File: src/rtl/cpt_chain_ctrl.sv
// Stopwatch/countdown sequencer: prescaler, start/stop/clear/load FSM and a chained modulo-N digit counter.
// Latency: commands act on the next edge; Q, Tick and CarryOut update together on the prescaler wrap edge.
// Backpressure: none. Commands are levels sampled every cycle with priority Clear > Load > Stop > Start.
module cpt_chain_ctrl #(
    parameter int DIGIT_WIDTH = 4,
    parameter int DIGIT_MOD   = 10,
    parameter int NB_DIGITS   = 4,
    parameter int PRESCALE    = 1000,
    parameter int PRESC_WIDTH = 10
) (
    input  logic                             Clk,
    input  logic                             Reset,
    input  logic                             Start,
    input  logic                             Stop,
    input  logic                             Clear,
    input  logic                             Load,
    input  logic                             Down,
    input  logic [NB_DIGITS*DIGIT_WIDTH-1:0] LoadVal,
    output logic [NB_DIGITS*DIGIT_WIDTH-1:0] Q,
    output logic                             Tick,
    output logic                             CarryOut,
    output logic                             Running,
    output logic                             Done
);
    localparam int QW = NB_DIGITS * DIGIT_WIDTH;
    localparam logic [DIGIT_WIDTH-1:0] DMAX = DIGIT_WIDTH'(DIGIT_MOD - 1);
    localparam logic [PRESC_WIDTH-1:0] PMAX = PRESC_WIDTH'(PRESCALE - 1);

    typedef enum logic [1:0] {S_IDLE, S_RUN, S_PAUSE, S_DONE} state_t;

    state_t                 state_q;
    logic [QW-1:0]          q_q;
    logic [PRESC_WIDTH-1:0] presc_q;
    logic                   dir_q;
    logic                   tick_q;
    logic                   carry_q;

    logic [QW-1:0]          inc_d;
    logic [QW-1:0]          dec_d;
    logic [QW-1:0]          load_d;
    logic [DIGIT_WIDTH-1:0] digit;
    logic                   carry_c;
    logic                   borrow_c;
    logic                   presc_wrap;

    // Ripple carry/borrow: a digit moves only when every lower digit sits at its wrap value.
    always_comb begin
        inc_d    = q_q;
        dec_d    = q_q;
        load_d   = LoadVal;
        digit    = '0;
        carry_c  = 1'b1;
        borrow_c = 1'b1;
        for (int i = 0; i < NB_DIGITS; i++) begin
            digit = q_q[i*DIGIT_WIDTH +: DIGIT_WIDTH];
            if (carry_c)
                inc_d[i*DIGIT_WIDTH +: DIGIT_WIDTH] = (digit == DMAX) ? '0 : digit + 1'b1;
            if (borrow_c)
                dec_d[i*DIGIT_WIDTH +: DIGIT_WIDTH] = (digit == '0) ? DMAX : digit - 1'b1;
            carry_c  = carry_c & (digit == DMAX);
            borrow_c = borrow_c & (digit == '0);
            if (LoadVal[i*DIGIT_WIDTH +: DIGIT_WIDTH] > DMAX)
                load_d[i*DIGIT_WIDTH +: DIGIT_WIDTH] = DMAX;
        end
    end

    assign presc_wrap = (presc_q == PMAX);

    always_ff @(posedge Clk) begin
        if (Reset) begin
            state_q <= S_IDLE;
            q_q     <= '0;
            presc_q <= '0;
            dir_q   <= 1'b0;
            tick_q  <= 1'b0;
            carry_q <= 1'b0;
        end else begin
            tick_q  <= 1'b0;
            carry_q <= 1'b0;
            if (Clear) begin
                state_q <= S_IDLE;
                q_q     <= '0;
                presc_q <= '0;
            end else if (Load && state_q != S_RUN) begin
                state_q <= S_IDLE;
                q_q     <= load_d;
                presc_q <= '0;
            end else begin
                case (state_q)
                    S_IDLE: begin
                        if (!Stop && Start) begin
                            if (Down && q_q == '0) begin
                                state_q <= S_DONE;
                            end else begin
                                dir_q   <= Down;
                                presc_q <= '0;
                                state_q <= S_RUN;
                            end
                        end
                    end
                    S_PAUSE: begin
                        if (!Stop && Start)
                            state_q <= S_RUN;
                    end
                    S_RUN: begin
                        if (Stop) begin
                            state_q <= S_PAUSE;
                        end else if (dir_q && q_q == '0) begin
                            // Countdown reached zero on the previous tick: finish without wrapping.
                            state_q <= S_DONE;
                        end else if (presc_wrap) begin
                            presc_q <= '0;
                            tick_q  <= 1'b1;
                            q_q     <= dir_q ? dec_d : inc_d;
                            carry_q <= ~dir_q & carry_c;
                        end else begin
                            presc_q <= presc_q + 1'b1;
                        end
                    end
                    default: ;
                endcase
            end
        end
    end

    assign Q        = q_q;
    assign Tick     = tick_q;
    assign CarryOut = carry_q;
    assign Running  = (state_q == S_RUN);
    assign Done     = (state_q == S_DONE);

endmodule

File: config.mk
export PLATFORM = sky130hd
export DESIGN_NAME = cpt_chain_ctrl
export DESIGN_NICKNAME = d
export VERILOG_FILES = /design/src/rtl/cpt_chain_ctrl.sv
export SDC_FILE = /design/constraint.sdc
export NUM_CORES = 1
export LEC_CHECK = 0
export ABC_AREA = 1
export CAP_MARGIN = 20
export CORE_MARGIN = 4
export CORE_UTILIZATION = 40
export CTS_BUF_LIST = sky130_fd_sc_hd__clkbuf_2
export CTS_CLUSTER_DIAMETER = 60
export DETAILED_ROUTE_END_ITERATION = 8
export MAX_ROUTING_LAYER = met4
export PLACE_DENSITY_LB_ADDON = 0.3
export RECOVER_POWER = 100
export SYNTH_ARGS = -nofsm -noshare
export SYNTH_HDL_FRONTEND = slang
export SYNTH_SLANG_ARGS = --single-unit
export TNS_END_PERCENT = 30
File: constraint.sdc
create_clock -name Clk -period 2.2 [get_ports Clk]
set_input_delay 0.66 -clock Clk [delete_from_list [all_inputs] [get_ports Clk]]
set_output_delay 0.66 -clock Clk [all_outputs]
set_load 0.01 [all_outputs]
* Yosys cells after proc, flatten, opt, wreduce, memory -nomap -nowiden
Index checks and enable logic that the tools add are counted.
** Word-level totals
- Output and inout bits :: 20
- Input port bits :: 23
- Register bits after elaboration :: 31
- Word-level logic and storage cells :: 120
** Operators by class
- Reduce and logical (&&, ||, !) cells :: 29
- $add $sub $neg :: 9
- $lt $le $gt $ge :: 4
- Eq/ne operators :: 20
- Bitwise operators :: 12
- Mux-type cells :: 37
** Operators with widths (number)
- 16-bit two-way mux :: 6
- 4-bit two-way mux :: 18
- 10-bit two-way mux :: 5
- 10-bit case mux with 2 select lines :: 1
- 6-bit AND reduction :: 3
- 4-bit by 1-bit adder with 4-bit output, second input constant :: 4
- 4-bit == test, second input constant :: 4
- 4-bit > comparator, second input constant :: 4
- 16-bit logical NOT :: 1
- 4-bit logical NOT :: 4
- 4-bit by 1-bit subtractor with 4-bit output, second input constant :: 4
- 2-bit != test, second input constant :: 6
- 3-bit nonzero test :: 4
- 10-bit by 1-bit adder with 10-bit output, second input constant :: 1
- 10-bit == test, second input constant :: 1
- 2-bit two-way mux :: 5
- 5-bit AND reduction :: 2
- 3-bit by 1-bit != test with 1-bit output, second input constant :: 3
- 4-bit AND reduction :: 2
- 7-bit OR reduction :: 1
- 1-bit AND :: 6
- 1-bit NOT :: 6
- 2-bit case mux with 3 select lines :: 1
- 2-bit nonzero test :: 3
- 11 further kinds :: 16

* Logic depth before layout (Yosys ltp)
Gate-level depths: netlist of run 1.
- Depth in word-level cells :: 10
- Depth in mapped cells :: 11
- Mapped depth without buffers :: 11

* Worst setup path after synthesis of run 1
Ideal clock, no wire load.
- Path type :: input-to-reg
- Start point :: in Clear
- End point :: reg tick_q (netlist: Tick)
- Required time :: 2.108 ns
- Slack :: 0.533 ns
- Stages :: 5
- Arrival time :: 1.575 ns
- Buffers on the path :: 0
- Path through :: nor2_1 > inv_1 > nor2_2 > inv_2 > nor4_1
** Between the ends
- Cells in the longest elaborated chain, start to end :: 1
** RTL lines
- start, declared :: RTL line 15 : input logic Clear,
- 6-bit OR reduction (no source line)
- end signal, assigned :: RTL line 75 : tick_q <= 1'b0;
- end signal, assigned :: RTL line 78 : tick_q <= 1'b0;
- end signal, assigned :: RTL line 113 : tick_q <= 1'b1;
- end, declared :: RTL line 35 : logic tick_q;
Every way passes these cells.
A chain may end at the register's enable or synchronous reset.

* Worst setup path in the final report of run 1
- Start point :: reg q_q[7] (netlist: Q[7])
- End point :: out Q[7]
** RTL lines
- start, declared :: RTL line 32 : logic [QW-1:0] q_q;
- start signal, assigned :: RTL line 86 : q_q <= load_d;
- start signal, assigned :: RTL line 114 : q_q <= dir_q ? dec_d : inc_d;
- end, declared :: RTL line 19 : output logic [NB_DIGITS*DIGIT_WIDTH-1:0] Q,
No word-level cell between the ends.

==> impl_metrics.toml, run 1 <==
[status]
outcome = "completed"

[floorplanning]
core_area_sq_mm = 0.006350
start_util_pct = 40.99
num_io_pins = 43
die_h_microns = 88.66
die_w_microns = 88.66
dieArea_sq_mm = 0.007861
fp-row-count = 29

[global_routing]
grtUsageTotal_pct = 18.50
overflow = 0
antenna_found_initial = 0
grt_pass1_wl_mm = 11.37
grt_start_max_net_pins = 17
grt_pass1_vias = 2633

[cells_and_area]
final_cells = 566
finish.net_count = 516
drive_gt1_share_pct = 11.45
fin_area_sq_mm = 0.003201
diodes = 0
area_delta_synth_final_pct = 22.98

[timing]
slew_violations = 0
max_freq_ghz = 0.4710
rsz0062_at_grt = "false"
finClkSkew_ns = 0.01114
fin_crit_ns = 2.123
setup_viol = 0
final.setup.tns_ns = 0
whs_ns = 0.5454
slew-limit-headroom_pct = 65.46
final-hold-violation-count = 0
fin_crit_sh_pct = 96.52
worst_pin_slew_ns = 0.5175

[place]
dp_cells = 558
globalplace.congestion = 0.8491
post_dp_cell_area_sq_mm = 0.003129
dpl.hpwl_mm = 5.076
port_buffers = 42

[setup_path]
cp_slowest_cell = "clkdlybuf4s50_1"
timing.critical_path.buf_inv = 1
r2r_end = "Q[0]"
start_kind = "flop"
path_cells = "clkdlybuf4s50_1"
r2r_start = "state_q[1]"
r2r_cells = 11
cp_max_fo = 7
r2r_slack_ns = 0.16
crit_type = "flop to output pin"
cp.required_ns = 1.54
cp_top_family = "buffers and inverters"
arrival_ns = 1.46
slowest_delay_ns = 0.60
endpoint_kind = "output pin"

[clock_tree]
cts.path.max_buffers = 2
cts-root-buf = "clkbuf_2"
cts_buffers = 5
cts_hold_buf = 0
htree_levels = 2
cts_tree = "yes"
postCtsSetupBuffers = 0
clk_latency_ns = 0.37
path_clk_slew_ns = 0.17
cts.sinks = 31

[worst_hold_path]
min_path_cells = 2
hold_start = "presc_q[8]"
hold_class = "flop to flop"
hold_end = "presc_q[8]"

[synthesis]
synth_compound_area_share_pct = 13.22
yosys_most_used_dff = "dfxtp_1"
syn_inst = 440
syn-num-nets = 468
synth-async-reset-ratio_pct = 0
synthesis.area_sq_mm = 0.002602
ys_warn_count = 0
synth_fa_ha_area_share_pct = 2.404
synth_xor_area_share_pct = 1.346
synth-edff-count = 0
ys_ff_latch = 31
syn_area_per_cell_sq_um = 5.915
yosysSeqAreaShare_pct = 23.85
synthMuxAreaShare_pct = 0
ys_types = 39
synthSimpleGateAreaFrac_pct = 49.47
synth_top_family_by_area = "simple AND/OR/NAND/NOR gates"

[pwr]
power_density_mw_per_mm2 = 425.9
ir_worst_vdd_mv = 0.3715
finalPower_mw = 1.363
cellLeakagePower_nw = 1.409

[drt]
avgViaCountPerCell = 4.928
dr.pass1.iters = 4
routed_wl_mm = 6.660
wl_per_cell_microns = 11.77
drtIter0Drc = 144
drc = 0
vias = 2789
ant_nets = 0

[job]
max_cap_viol_count = 0
[cell usage in the layout, fill, tap and decap left out, types with 2 or more instances in the layout]
| cell | count |
|---|---|
| nand2_1 | 124 |
| nor2_1 | 70 |
| inv_1 | 46 |
| nand3_1 | 41 |
| clkdlybuf4s50_1 | 34 |
| dfxtp_1 | 24 |
| a21oi_1 | 24 |
| o21ai_0 | 20 |
| nand2_2 | 8 |
| buf_4 | 8 |
| dfxtp_2 | 7 |
| nor3_1 | 7 |
| nand4_1 | 6 |
| clkbuf_2 | 6 |
| dlygate4sd3_1 | 6 |
| nor2_4 | 5 |
| nand2_4 | 5 |
| o21ai_1 | 5 |
| inv_2 | 4 |
| xor2_1 | 4 |
| ha_1 | 4 |
| a21oi_2 | 3 |
| nor2_2 | 2 |
| nand3_2 | 2 |
| o21bai_1 | 2 |
[Yosys cell counts, types with 3 or more instances]
| master | instances | area share, % |
|---|---|---|
| a21oi_2 | 4 | 1.3 |
| nand2_2 | 9 | 2.2 |
| nand4_1 | 6 | 1.4 |
| dfxtp_1 | 31 | 24 |
| nand3_1 | 41 | 7.9 |
| inv_2 | 6 | 0.87 |
| nor2_4 | 5 | 2.2 |
| nor2_2 | 3 | 0.72 |
| nor2_1 | 69 | 10 |
| nor3_1 | 7 | 1.3 |
| nand2_4 | 5 | 2.2 |
| ha_1 | 5 | 2.4 |
| nand2_1 | 123 | 18 |
| o21ai_1 | 5 | 0.96 |
| a21oi_1 | 23 | 4.4 |
| o21ai_0 | 20 | 3.8 |
| inv_1 | 44 | 6.3 |
| xor2_1 | 4 | 1.3 |
| buf_2 | 6 | 1.2 |
[logic make-up after synthesis]
group,after synthesis
and+or+nand+nor,278
AOI/OAI and AO/OA,61
xor gates and xnor gates,4
DFF,31
adders and majority gates,5
buffers and inverters,61
[sequential cells by signal, summed over array words and instances (netlist names)]
signal / cells
CarryOut: 1
Tick: 1
dir_q: 1
presc_q: 10
Q: 16
state_q: 2
[metal layers]
metal / track usage [%] / vias to the layer above / share of wire [%]
li1: - / 1502 / -
met1: 22.22 / 1218 / 47
met2: 31.31 / 62 / 48
met3: 2.980 / 7 / 3.8
met4: 6.181 / 0 / 1.0
met5: - / - / 0
[worst max path at each step]
stage / slack [ns] / cells past startpoint / start / to
6_report: 0.08 / 1 / Q[7] / Q[7]
5_1_grt: 0.002 / 1 / Q[0] / Q[0]
3_5_place_dp: 0.06 / 9 / Stop / presc_q[8]
2_1_floorplan: 0.53 / 5 / Clear / Tick
3_3_place_gp: 0.1 / 9 / Stop / presc_q[9]
4_1_cts: 0.01 / 2 / state_q[0] / Done
[cell type report]
| type | instances | area (sq um) |
|---|---|---|
| Clock buffer | 5 | 25.02 |
| Clock inverter | 3 | 38.79 |
| Fill cell | 655 | 3149 |
| Inverter | 50 | 187.7 |
| Multi-Input combinational cell | 348 | 1733 |
| Sequential cell | 31 | 629.4 |
| Tap cell | 77 | 96.34 |
| Timing Repair Buffer | 52 | 490.5 |
[where the power goes]
| part | leakage, nW | internal [mW] | switching (mW) | total [mW] |
|---|---|---|---|---|
| registers | 0.255 | 0.579 | 0.0277 | 0.607 |
| logic | 1.11 | 0.152 | 0.205 | 0.357 |
| clock network | 0.0404 | 0.187 | 0.212 | 0.399 |
| total | 1.41 | 0.918 | 0.445 | 1.36 |
[metrics by stage]
stage	util, %	worst slack (ns)
global placement	49.28	0.09784
finish	50.40	0.07665
global route	50.40	0.001891
CTS	50.52	0.01275
floorplan	-	0.5334
detailed placement	49.28	0.05801
[timing repair]
item	in CTS	in global routing
gates resized for setup	7	7
endpoints found under the setup margin	2	6
cloned	0	0
No activity file was read; power rests on OpenSTA's default activity.
==> inputs of run 2 (changes only) <==
--- a/config.mk
+++ b/config.mk
@@ -12,4 +12,5 @@
 export CTS_BUF_LIST = sky130_fd_sc_hd__clkbuf_2
 export CTS_CLUSTER_DIAMETER = 60
+export CTS_CLUSTER_SIZE = 40
 export DETAILED_ROUTE_END_ITERATION = 8
 export MAX_ROUTING_LAYER = met4
==> constraint.sdc (replaced) <==
create_clock -name Clk -period 2.2 [get_ports Clk]
set_input_delay 0.22 -clock Clk [delete_from_list [all_inputs] [get_ports Clk]]
set_output_delay 0.22 -clock Clk [all_outputs]
set_load 0.01 [all_outputs]
==> run 2 against run 1 <==
Net effect: clock-buffer cell count unchanged; fmax increased by 6.6%; register-to-register slack improved by 0.06 ns; critical path type unchanged.
==> impl_metrics.toml, run 2 (same netlist as run 1, synthesis figures left out) <==
[timing]
max_freq_ghz = 0.5019
whs_ns = 0.3912
slew_violations = 0
fin_crit_ns = 1.993
finClkSkew_ns = 0.02352
worst_slack_ns = 0.2075
worst_pin_slew_ns = 0.5451
rsz0062_at_grt = "false"
fin_crit_sh_pct = 90.57
setup_viol = 0
final-hold-violation-count = 0
slew-limit-headroom_pct = 63.62
final.setup.tns_ns = 0

[clock_tree]
cts.path.max_buffers = 2
cts_buffers = 5
cts_hold_buf = 0
path_clk_slew_ns = 0.19
cts-root-buf = "clkbuf_2"
cts_tree = "yes"
htree_levels = 2
cts.sinks = 31
clk_latency_ns = 0.38
postCtsSetupBuffers = 0

[drt]
routed_wl_mm = 6.890
wl_per_cell_microns = 12.26
ant_nets = 0
drtIter0Drc = 117
avgViaCountPerCell = 5.046
vias = 2836
dr.pass1.iters = 4
drc = 0

[setup_path]
endpoint_kind = "output pin"
start_kind = "flop"
cp_max_fo = 4
crit_type = "flop to output pin"
arrival_ns = 1.77
cp.required_ns = 1.98

[pwr]
cellLeakagePower_nw = 1.411
ir_worst_vdd_mv = 0.2103
power_density_mw_per_mm2 = 430.3

[floorplanning]
num_io_pins = 43
core_area_sq_mm = 0.006350
fp-row-count = 29
dieArea_sq_mm = 0.007861
die_w_microns = 88.66
start_util_pct = 40.99
die_h_microns = 88.66

[global_routing]
grt_pass1_vias = 2756
grt_start_max_net_pins = 19
antenna_found_initial = 0
overflow = 0
grt_pass1_wl_mm = 12.17
grtUsageTotal_pct = 19.61

[cells_and_area]
regArea_sq_um = 620.6
multiInputGateArea_sq_mm = 0.001728
final_cells = 562
final_common_cell = "nand2_1"
area_delta_synth_final_pct = 21.44
drive_gt1_share_pct = 9.691
largest_reg_flops = 16
diodes = 0
final_cell_mix = "nand2_1, nor2_1, inv_1"
fillCellCount = 644
utilization_pct = 49.77
finish.net_count = 512

[place]
dpl.hpwl_mm = 5.289
dp_cells = 554
dp_slack_ns = 0.2555
globalplace.congestion = 0.9153
port_buffers = 42

[status]
outcome = "completed"

[job]
max_cap_viol_count = 0

[worst_hold_path]
hold_class = "input pin to flop"
## run 2: where the power goes
group,internal (mW),switching [mW]
clock network,0.187,0.218
logic,0.145,0.205
registers,0.578,0.0267
total,0.910,0.450
## run 2: final cells by class
| class | instances | share of cell area [%] |
|---|---|---|
| multi-input cells | 348 | 54.67 |
| clock buffers | 5 | 0.7918 |
| clock inverters | 3 | 1.227 |
| flip-flops and latches | 31 | 19.64 |
| well taps | 77 | 3.048 |
| repair buffers | 48 | 14.61 |
| inverters | 50 | 6.017 |
## run 2: what timing repair did
item,in CTS,in global routing
endpoints found under the hold margin,0,0
resized for setup,0,3
endpoints found under the setup margin,0,3
## run 2: worst paths after layout
kind / from / to / slack [ns] / depth (start not counted)
max reg2reg: state_q[1] / Q[4] / 0.22 / 11
min: Reset / dir_q / 0.39 / 2
max: state_q[1] / Running / 0.21 / 3
min reg2reg: presc_q[8] / presc_q[8] / 0.54 / 2
## run 2: worst max-delay path, cell delays in order (launching register included)
cell and delay [ns]:
dfxtp_1 0.37, inv_1 0.10, ha_1 0.28, dlygate4sd3_1 0.65
## run 2: metal layers
metal  up-vias  global-route usage [%]  part of all wire [%]
met5         -                       -                     0
met4         0                   6.044                  0.74
li1       1501                       -                     -
met2        60                   33.54                    50
met1      1269                   23.87                    45
met3         6                   2.514                   3.9
## run 2: metrics by stage
stage / total power [mW] / cell area, sq um
3_5_place_dp: 0.9714 / 3099
2_1_floorplan: 0.8568 / 2603
5_1_grt: 1.440 / 3161
3_3_place_gp: 0.9673 / 3099
6_report: 1.360 / 3161
4_1_cts: 1.379 / 3163
